### src/rtl/fxp_host_seq.sv
// Host-side sequencer for the RV32 fixed-point port: loads one operand into the core,
// runs it until {y1,y2} settles or the cycle budget expires, then hands back the result.
module fxp_host_seq #(
    parameter int MIN_RUN       = 64,
    parameter int STABLE_CYCLES = 16,
    parameter int RUN_MAX       = 4096,
    parameter int CNT_W         = 16
) (
    input  logic        clk,
    input  logic        rst,
    input  logic        op_valid,
    output logic        op_ready,
    input  logic [30:0] op_data,
    output logic        x1,
    output logic [29:0] x2,
    output logic        core_run,
    input  logic        y1,
    input  logic [29:0] y2,
    output logic        res_valid,
    input  logic        res_ready,
    output logic [30:0] res_data,
    output logic        res_timeout
);

    typedef enum logic [1:0] {
        IDLE = 2'd0,
        LOAD = 2'd1,
        RUN  = 2'd2,
        DONE = 2'd3
    } state_t;

    localparam logic [CNT_W-1:0] MIN_RUN_C  = CNT_W'(MIN_RUN);
    localparam logic [CNT_W-1:0] STABLE_C   = CNT_W'(STABLE_CYCLES);
    localparam logic [CNT_W-1:0] RUN_LAST_C = CNT_W'(RUN_MAX - 1);

    state_t           state_r;
    logic             load_cnt_r;
    logic [CNT_W-1:0] run_cnt_r;
    logic [CNT_W-1:0] stable_cnt_r;
    logic [30:0]      prev_y_r;

    logic [30:0]      y_s;
    logic             match_s;
    logic             settle_s;
    logic             timeout_s;
    logic [CNT_W-1:0] stable_nxt_s;

    // Settle/timeout decisions use the counters as registered at the start of the cycle.
    always_comb begin
        y_s       = {y1, y2};
        match_s   = (y_s == prev_y_r);
        settle_s  = (run_cnt_r >= MIN_RUN_C) && (stable_cnt_r == STABLE_C);
        timeout_s = (run_cnt_r == RUN_LAST_C) && !settle_s;
        if (!match_s) begin
            stable_nxt_s = '0;
        end else if (stable_cnt_r == STABLE_C) begin
            stable_nxt_s = stable_cnt_r;
        end else begin
            stable_nxt_s = stable_cnt_r + CNT_W'(1);
        end
    end

    // Sequencer FSM; every output is a register updated here.
    always_ff @(posedge clk or negedge rst) begin
        if (!rst) begin
            state_r      <= IDLE;
            op_ready     <= 1'b1;
            x1           <= 1'b0;
            x2           <= 30'd0;
            core_run     <= 1'b0;
            res_valid    <= 1'b0;
            res_data     <= 31'd0;
            res_timeout  <= 1'b0;
            load_cnt_r   <= 1'b0;
            run_cnt_r    <= '0;
            stable_cnt_r <= '0;
            prev_y_r     <= 31'd0;
        end else begin
            case (state_r)
                IDLE: begin
                    core_run <= 1'b0;
                    if (op_valid && op_ready) begin
                        x1         <= op_data[30];
                        x2         <= op_data[29:0];
                        load_cnt_r <= 1'b0;
                        op_ready   <= 1'b0;
                        state_r    <= LOAD;
                    end
                end
                // Two cycles with the core held in reset on a stable operand.
                LOAD: begin
                    if (load_cnt_r) begin
                        core_run     <= 1'b1;
                        run_cnt_r    <= '0;
                        stable_cnt_r <= '0;
                        prev_y_r     <= 31'd0;
                        state_r      <= RUN;
                    end else begin
                        load_cnt_r <= 1'b1;
                    end
                end
                RUN: begin
                    run_cnt_r    <= run_cnt_r + CNT_W'(1);
                    prev_y_r     <= y_s;
                    stable_cnt_r <= stable_nxt_s;
                    if (settle_s || timeout_s) begin
                        res_data    <= y_s;
                        res_timeout <= timeout_s;
                        res_valid   <= 1'b1;
                        core_run    <= 1'b0;
                        state_r     <= DONE;
                    end
                end
                DONE: begin
                    core_run <= 1'b0;
                    if (res_valid && res_ready) begin
                        res_valid <= 1'b0;
                        op_ready  <= 1'b1;
                        state_r   <= IDLE;
                    end
                end
                default: begin
                    state_r   <= IDLE;
                    op_ready  <= 1'b1;
                    core_run  <= 1'b0;
                    res_valid <= 1'b0;
                end
            endcase
        end
    end

endmodule
### config.mk
export PLATFORM = sky130hd
export DESIGN_NAME = fxp_host_seq
export DESIGN_NICKNAME = d
export VERILOG_FILES = /design/src/rtl/fxp_host_seq.sv
export SDC_FILE = /design/constraint.sdc
export NUM_CORES = 1
export LEC_CHECK = 0
export ABC_AREA = 1
export BUFFER_PORTS_ARGS = -buffer_cell sky130_fd_sc_hd__buf_2
export CAP_MARGIN = 40
export CORE_UTILIZATION = 40
export CTS_CLUSTER_DIAMETER = 100
export DETAILED_ROUTE_END_ITERATION = 6
export GPL_TIMING_DRIVEN = 0
export MAX_ROUTING_LAYER = met4
export PLACE_DENSITY_LB_ADDON = 0.3
export SYNTH_ARGS = -nofsm -noshare
export SYNTH_HDL_FRONTEND = slang
export SYNTH_SLANG_ARGS = --single-unit
### constraint.sdc
create_clock -name clk -period 4.31 [get_ports clk]
set_input_delay 0.6465 -clock clk [delete_from_list [all_inputs] [get_ports clk]]
set_output_delay 0.6465 -clock clk [all_outputs]
set_load 0.005 [all_outputs]
== Word-level counts from Yosys, hierarchy flattened ==
Cells that the tools add are included.

* Add/sub/neg operators: 2
* $mul: 0
* Div/mod/pow operators: 0
* Magnitude comparators: 1
* Equal/unequal tests: 11
* Shift operators: 0
* Multiplexer cells: 22
* Bitwise logic cells: 0
* Reductions and logical operators: 21

{| class="wikitable"
|+ Operators with widths
! kind !! count
|-
| 16-bit case mux with 2 select lines || 2
|-
| 31-bit case mux with 2 select lines || 1
|-
| 16-bit two-way mux || 3
|-
| 16-bit by 1-bit adder with 16-bit output (second input constant) || 2
|-
| 31-bit == test || 1
|-
| 31-bit two-way mux || 1
|-
| 16-bit by 12-bit == test with 1-bit output (second input constant) || 1
|-
| 16-bit by 5-bit == test with 1-bit output (second input constant) || 1
|-
| 16-bit by 7-bit >= comparator with 1-bit output (second input constant) || 1
|-
| 2-bit AND reduction || 5
|-
| 3-bit AND reduction || 3
|-
| 2-bit two-way mux || 4
|-
| 2-bit inequality test (second input constant) || 4
|-
| 2-bit case mux with 4 select lines || 1
|-
| 2-bit nonzero test || 4
|-
| 1-bit two-way mux || 6
|-
| 1-bit case mux with 2 select lines || 3
|-
| 2-bit == test (second input constant) || 2
|-
| 1-bit logical AND || 4
|-
| 4-bit AND reduction || 1
|-
| 3-bit inequality test (second input constant) || 1
|-
| 1-bit case mux with 3 select lines || 1
|-
| 2-bit by 1-bit == test with 1-bit output (second input constant) || 1
|-
| 2-bit zero test || 1
|-
| 3 further kinds || 3
|}

* Register bits: 132
* Bits in latches: 0
* RAM bits: 0
* ROM bits: 0
* Input port bits: 66
* Output and inout port bits: 66
* Word-level logic and storage cells: 69
* Memories: 0

== Depth between registers and ports, before layout ==
* Depth in word-level cells: 7
* Gate-level depth with buffers: 13
* Mapped depth without buffers: 13

== Worst setup path after synthesis ==
No wires, ideal clock.

* Path kind: flip-flop to flip-flop
* From: register state_r[0]
* To: register run_cnt_r[13]
* Library setup time: 0.121 ns
* Arrival time: 1.569 ns
* Required time: 4.189 ns
* Slack: 2.621 ns
* Stages on the path, launching flop included: 13
* Path buffers: 1
* Clock period less this slack: 1.689 ns
* Path through: dfrtp_1 inv_1 ha_1 buf_4 nand2_2 nand2_4 nand3_1 nor2_2 nand2_1 nor2_1 nand2_1 o21ai_1 a21oi_1

* Longest elaborated chain between the ends: 3
* Elaborated cells on any way between the ends: 6
* Those cells by class: 3 x eq/ne; 1 x mux; 2 x reduce/logical

{| class="wikitable"
|+ Ends and longest elaborated chain
! what !! RTL line !! source
|-
| from (decl) || 36 || <nowiki>state_t state_r;</nowiki>
|-
| from (signal assigned) || 66 || <nowiki>state_r <= IDLE;</nowiki>
|-
| from (signal assigned) || 87 || <nowiki>state_r <= LOAD;</nowiki>
|-
| from (signal assigned) || 97 || <nowiki>state_r <= RUN;</nowiki>
|-
| 2-bit by 1-bit == test with 1-bit output or 2-bit == test (tied branches) || 79 || <nowiki>case (state_r)</nowiki>
|-
| 2-bit inequality test (no line) or 2-bit nonzero test (tied branches) || - ||
|-
| 2-bit AND reduction (no line) || - ||
|-
| to (signal assigned) || 103 || <nowiki>run_cnt_r <= run_cnt_r + CNT_W'(1);</nowiki>
|-
| to (decl) || 38 || <nowiki>logic [CNT_W-1:0] run_cnt_r;</nowiki>
|}

Parallel ways exist; a longest one is shown, timed or not.
A chain may end at the register's enable or synchronous reset.

== Worst setup path in the final report ==
Same ends and word-level chain as after synthesis.

==> metrics.sh <==
MOST_FREQUENTLY_USED_FLOP_MASTER_AFTER_SYNTHESIS='dfrtp_1'
CTSHTREEMAXLEVEL=4
CLKPWRFRAC=0.541
TIMING.MAX_CAP.VIOLATIONS=0
SYNTH-SEQ-CELLS=132
SYNTHDOMINANTAREACELLTYPE='dfrtp_1'
PORT_BUFFERS=131
HOLD_VIOL=0
FIN_CRIT_NS=1.961
REPORT.FINAL.SETUP_VIOL=0
CP_LAUNCH_TYPE='register'
NUM-NETS-FINAL=1089
SLEW-LIMIT-HEADROOM=0.6644
P_SW_FRAC=0.2070
WORSTHOLDPATHTYPE='input pin to asynchronous set/reset pin'
ROUTED_WL_UM=15020
STARTPOINT='state_r[0]'
CELLLEAKAGEPOWER_nW=4.365
CRITICAL_PATH_PEAK_FANOUT=10
CRIT_PATH_TO='run_cnt_r[13]'
SEQ_POWER_SHARE=0.413
ROW_COUNT=46
DRT-PASS1-ITER-COUNT=5
NETLIST.AREA_LEADER.SHARE=0.5001
CLOCK-ROOT-BUFFER='clkbuf_16'
MAX_BUFFERS_ROOT_TO_SINK=2
CTS_INSERTED_BUFFERS=17
POSTROUTEANTENNANETS=0
DRC_ERRORS=0
FLOORPLAN.CORE_AREA_SQ_MM=0.01594
SYNTH-EDFF-COUNT=0
FINALSETUPTNS_NS=0
HOLD_SLACK_NS=0.1590
GLOBAL_ROUTE_WIRE_LENGTH_BEFORE_REPAIR_UM=25670
CPPEAKSTAGEDELAY_NS=0.42
GLOBALROUTETOTALUTIL=0.2007
POSTCTSSETUPBUFFERS=0
DIE_WIDTH_UM=130.0
DRIVE_ABOVE_1_SHARE=0.2082
CTS-HOLD-FIX-BUFFERS=0
FLOORPLAN.INITIALDENSITY=0.4112
LAYOUT_COMMONEST_CELL='nand2_1'
FIN_TOTAL_PWR_mW=3.062
ARRIVAL_TIME_REPORTED_FOR_THE_CRITICAL_PATH_ENDPOINT_NS=2.26
CP.DEPTH=12
OVERFLOW=0
DIE_H_UM=130.0
WORST_R2R_PATH_DEPTH=12
TIMING.CRITICAL_PATH.CELLS='inv_1 -> ha_1 -> buf_4 -> nand2_2 -> nand2_4 -> nand3_1 -> nor2_2 -> nand2_1 -> nor2_1 -> nand2_1 -> o21ai_1 -> a21oi_1'
P_INT_mW=2.429
WORSTSETUPPATHTYPE='register to register'
LAYOUT.CELLS.MOST_COMMON_LIST='nand2_1 (315), buf_2 (141), dfrtp_1 (131)'
GRT_PASS1_VIAS=5507
NET_SW_POWER_mW=0.6338
ACHIEVABLE-FREQUENCY_MHz=509.8
SYNTH.LIB_CELLS_USED.DISTINCT=33
CRITPATHSLOWESTCELL='dfrtp_1'
TIMING.CRITICAL_PATH.BUF_INV=2
VIA_COUNT=5767
CLOCK_INSERTION_DELAY_WORST_SKEW_NS=0.42
FILLERS=1547
DIE-AREA_SQ_MM=0.01690
CTS_NUM_SINKS=132
DETAILEDROUTE.FIRSTITERATIONVIOLATIONS=369
MAXIMUM_VDD_DROP_V=0.0002811
LAYOUT-AREA-OVERHEAD-VS-SYNTH_PCT=25.06
SYNTH_AREA_LEADERS='dfrtp_1 (50%), nand2_1 (18%), inv_1 (6.0%)'
GRT_SETUP_UNREPAIRED='no'
SETUP.WORST_PATH.END_CLASS='register'
POST_CTS_RESIZE_COUNT=0
TRITONCTS='yes'
TIMING.RR.START='state_r[0]'
CLOCK-SKEW-FINAL_NS=0.009494
GRT_START_MAX_NET_PINS=86
MAXSLEWVIOLCOUNT=0
VIAS_PER_CELL=4.632
AVGROUTEDWIREPERCELL_UM=12.07
POST-ROUTE-CELL-AREA_SQ_MM=0.008198
WORST_SETUP_HOLD_PATH_CLK_SLEW_NS=0.06
CRITPATHREQUIREDTIME_NS=4.61
CRIT_TOP_CELL='nand2_1'
POSTSYNTHCELLCOUNT=864
FINAL_MIN_PERIOD_OVER_CLOCK_PERIOD=0.4551
AVGSYNTHCELLAREA_SQ_UM=7.587
POWER.DENSITY_mW_PER_MM2=373.6
POWER.SHARE.COMBINATIONAL=0.046
NUMBER_OF_ANTENNA_VIOLATIONS_AT_THE_FIRST_CHECK_IN_GLOBAL_ROUTING=1
WORST-R2R-SETUP-SLACK_NS=2.35
GLOBALPLACE.CONGESTION=0.8576
WORSTMARGINPINSLEW_NS=0.5034
DPL.HPWL_UM=10840
ASYNCSETRESETFLOPFRACSYNTH=1.000
RR_ENDPOINT='run_cnt_r[13]'
STATUS='completed'
POST_SYN_AREA_SQ_MM=0.006555
PLACED_AREA_SQ_MM=0.007515
YOSYSSEQAREASHARE=0.5041
PIN_COUNT=132
SYNTH.NET_COUNT=938
YOSYSWARNINGS=0
TOP_DELAY_FAMILY_ON_CRIT_PATH='simple AND/OR/NAND/NOR gates'
-- sequential cells by signal, summed over array words and instances, names as in the netlist --
name and flops:
run_cnt_r 16, prev_y_r 31, res_valid 1, res_timeout 1, op_ready 1, state_r 2, res_data 31, x1 1
core_run 1, load_cnt_r 1, x2 30, stable_cnt_r 16
-- per-layer routing --
metal	vias up	track usage	part of all wire
met4	0	0.06498	0.015
met2	147	0.3095	0.45
met3	18	0.04961	0.049
li1	3005	-	-
met5	-	-	0
met1	2597	0.2591	0.48
-- stage by stage --
| step | utilization | worst slack, ns | instances |
|---|---|---|---|
| 5_1_grt | 0.5142 | 2.113 | 1245 |
| 2_1_floorplan | - | 2.621 | 864 |
| 4_1_cts | 0.5140 | 2.335 | 1244 |
| 3_5_place_dp | 0.4714 | 2.151 | 1212 |
| 6_report | 0.5142 | 2.349 | 1245 |
| 3_3_place_gp | 0.4692 | 0.7480 | 1211 |
-- worst min-delay path by stage --
stage,endpoint,slack [ns],cells past startpoint
floorplan,core_run,0.35,0
global placement,x2[17],0.45,2
detailed placement,x2[7],0.46,2
CTS,x2[9],0.17,1
global route,x2[14],0.18,1
finish,x2[9],0.16,1
-- worst reg2reg max path, cell delays in order (launching register included) --
cell	delay, ns
dfrtp_1	0.42
inv_1	0.10
ha_1	0.14
buf_4	0.15
nand2_2	0.08
nand2_4	0.12
nand3_1	0.12
nor2_2	0.21
nand2_1	0.10
nor2_1	0.14
nand2_1	0.09
o21ai_1	0.13
a21oi_1	0.06
-- logic make-up (layout without fill, tap and decap cells) --
family | Yosys count | after routing | share of synthesized area
other cells | 0 | 1 | 0
fa+ha+maj | 8 | 8 | 0.01527
xor+xnor | 15 | 15 | 0.02004
simple gates | 446 | 446 | 0.2777
buf+inv | 152 | 316 | 0.09086
compound gates | 111 | 111 | 0.09200
flops | 132 | 132 | 0.5041
-- layout make-up --
class	count	area (sq um)	area share
diodes	1	2.502	0.0003053
plain buffers	25	118.9	0.01450
clock buffers	20	456.7	0.05571
clock inverters	12	224.0	0.02732
inverters	127	476.7	0.05815
multi-input cells	580	2655	0.3239
flip-flops and latches	132	3304	0.4031
well taps	216	270.3	0.03297
repair buffers	132	689.4	0.08410
-- synthesized netlist by cell type (all sizes together) (9+ instances only) --
| cell type | n |
|---|---|
| a21oi | 17 |
| nand3 | 36 |
| nor2 | 68 |
| inv | 126 |
| clkbuf | 12 |
| xor2 | 9 |
| nor3 | 14 |
| o22ai | 31 |
| nand2 | 319 |
| buf | 13 |
| o21ai | 59 |
| dfrtp | 131 |
-- power groups by stage --
stage / clock network [mW] / logic, mW / registers [mW]
after floorplan: 0 / 0.0505 / 1.29
after global placement: 0 / 0.140 / 1.29
after global routing: 1.75 / 0.164 / 1.27
after detailed placement: 0 / 0.145 / 1.29
after CTS: 1.68 / 0.145 / 1.26
final: 1.66 / 0.142 / 1.26
(Power assumes the default switching activity.)
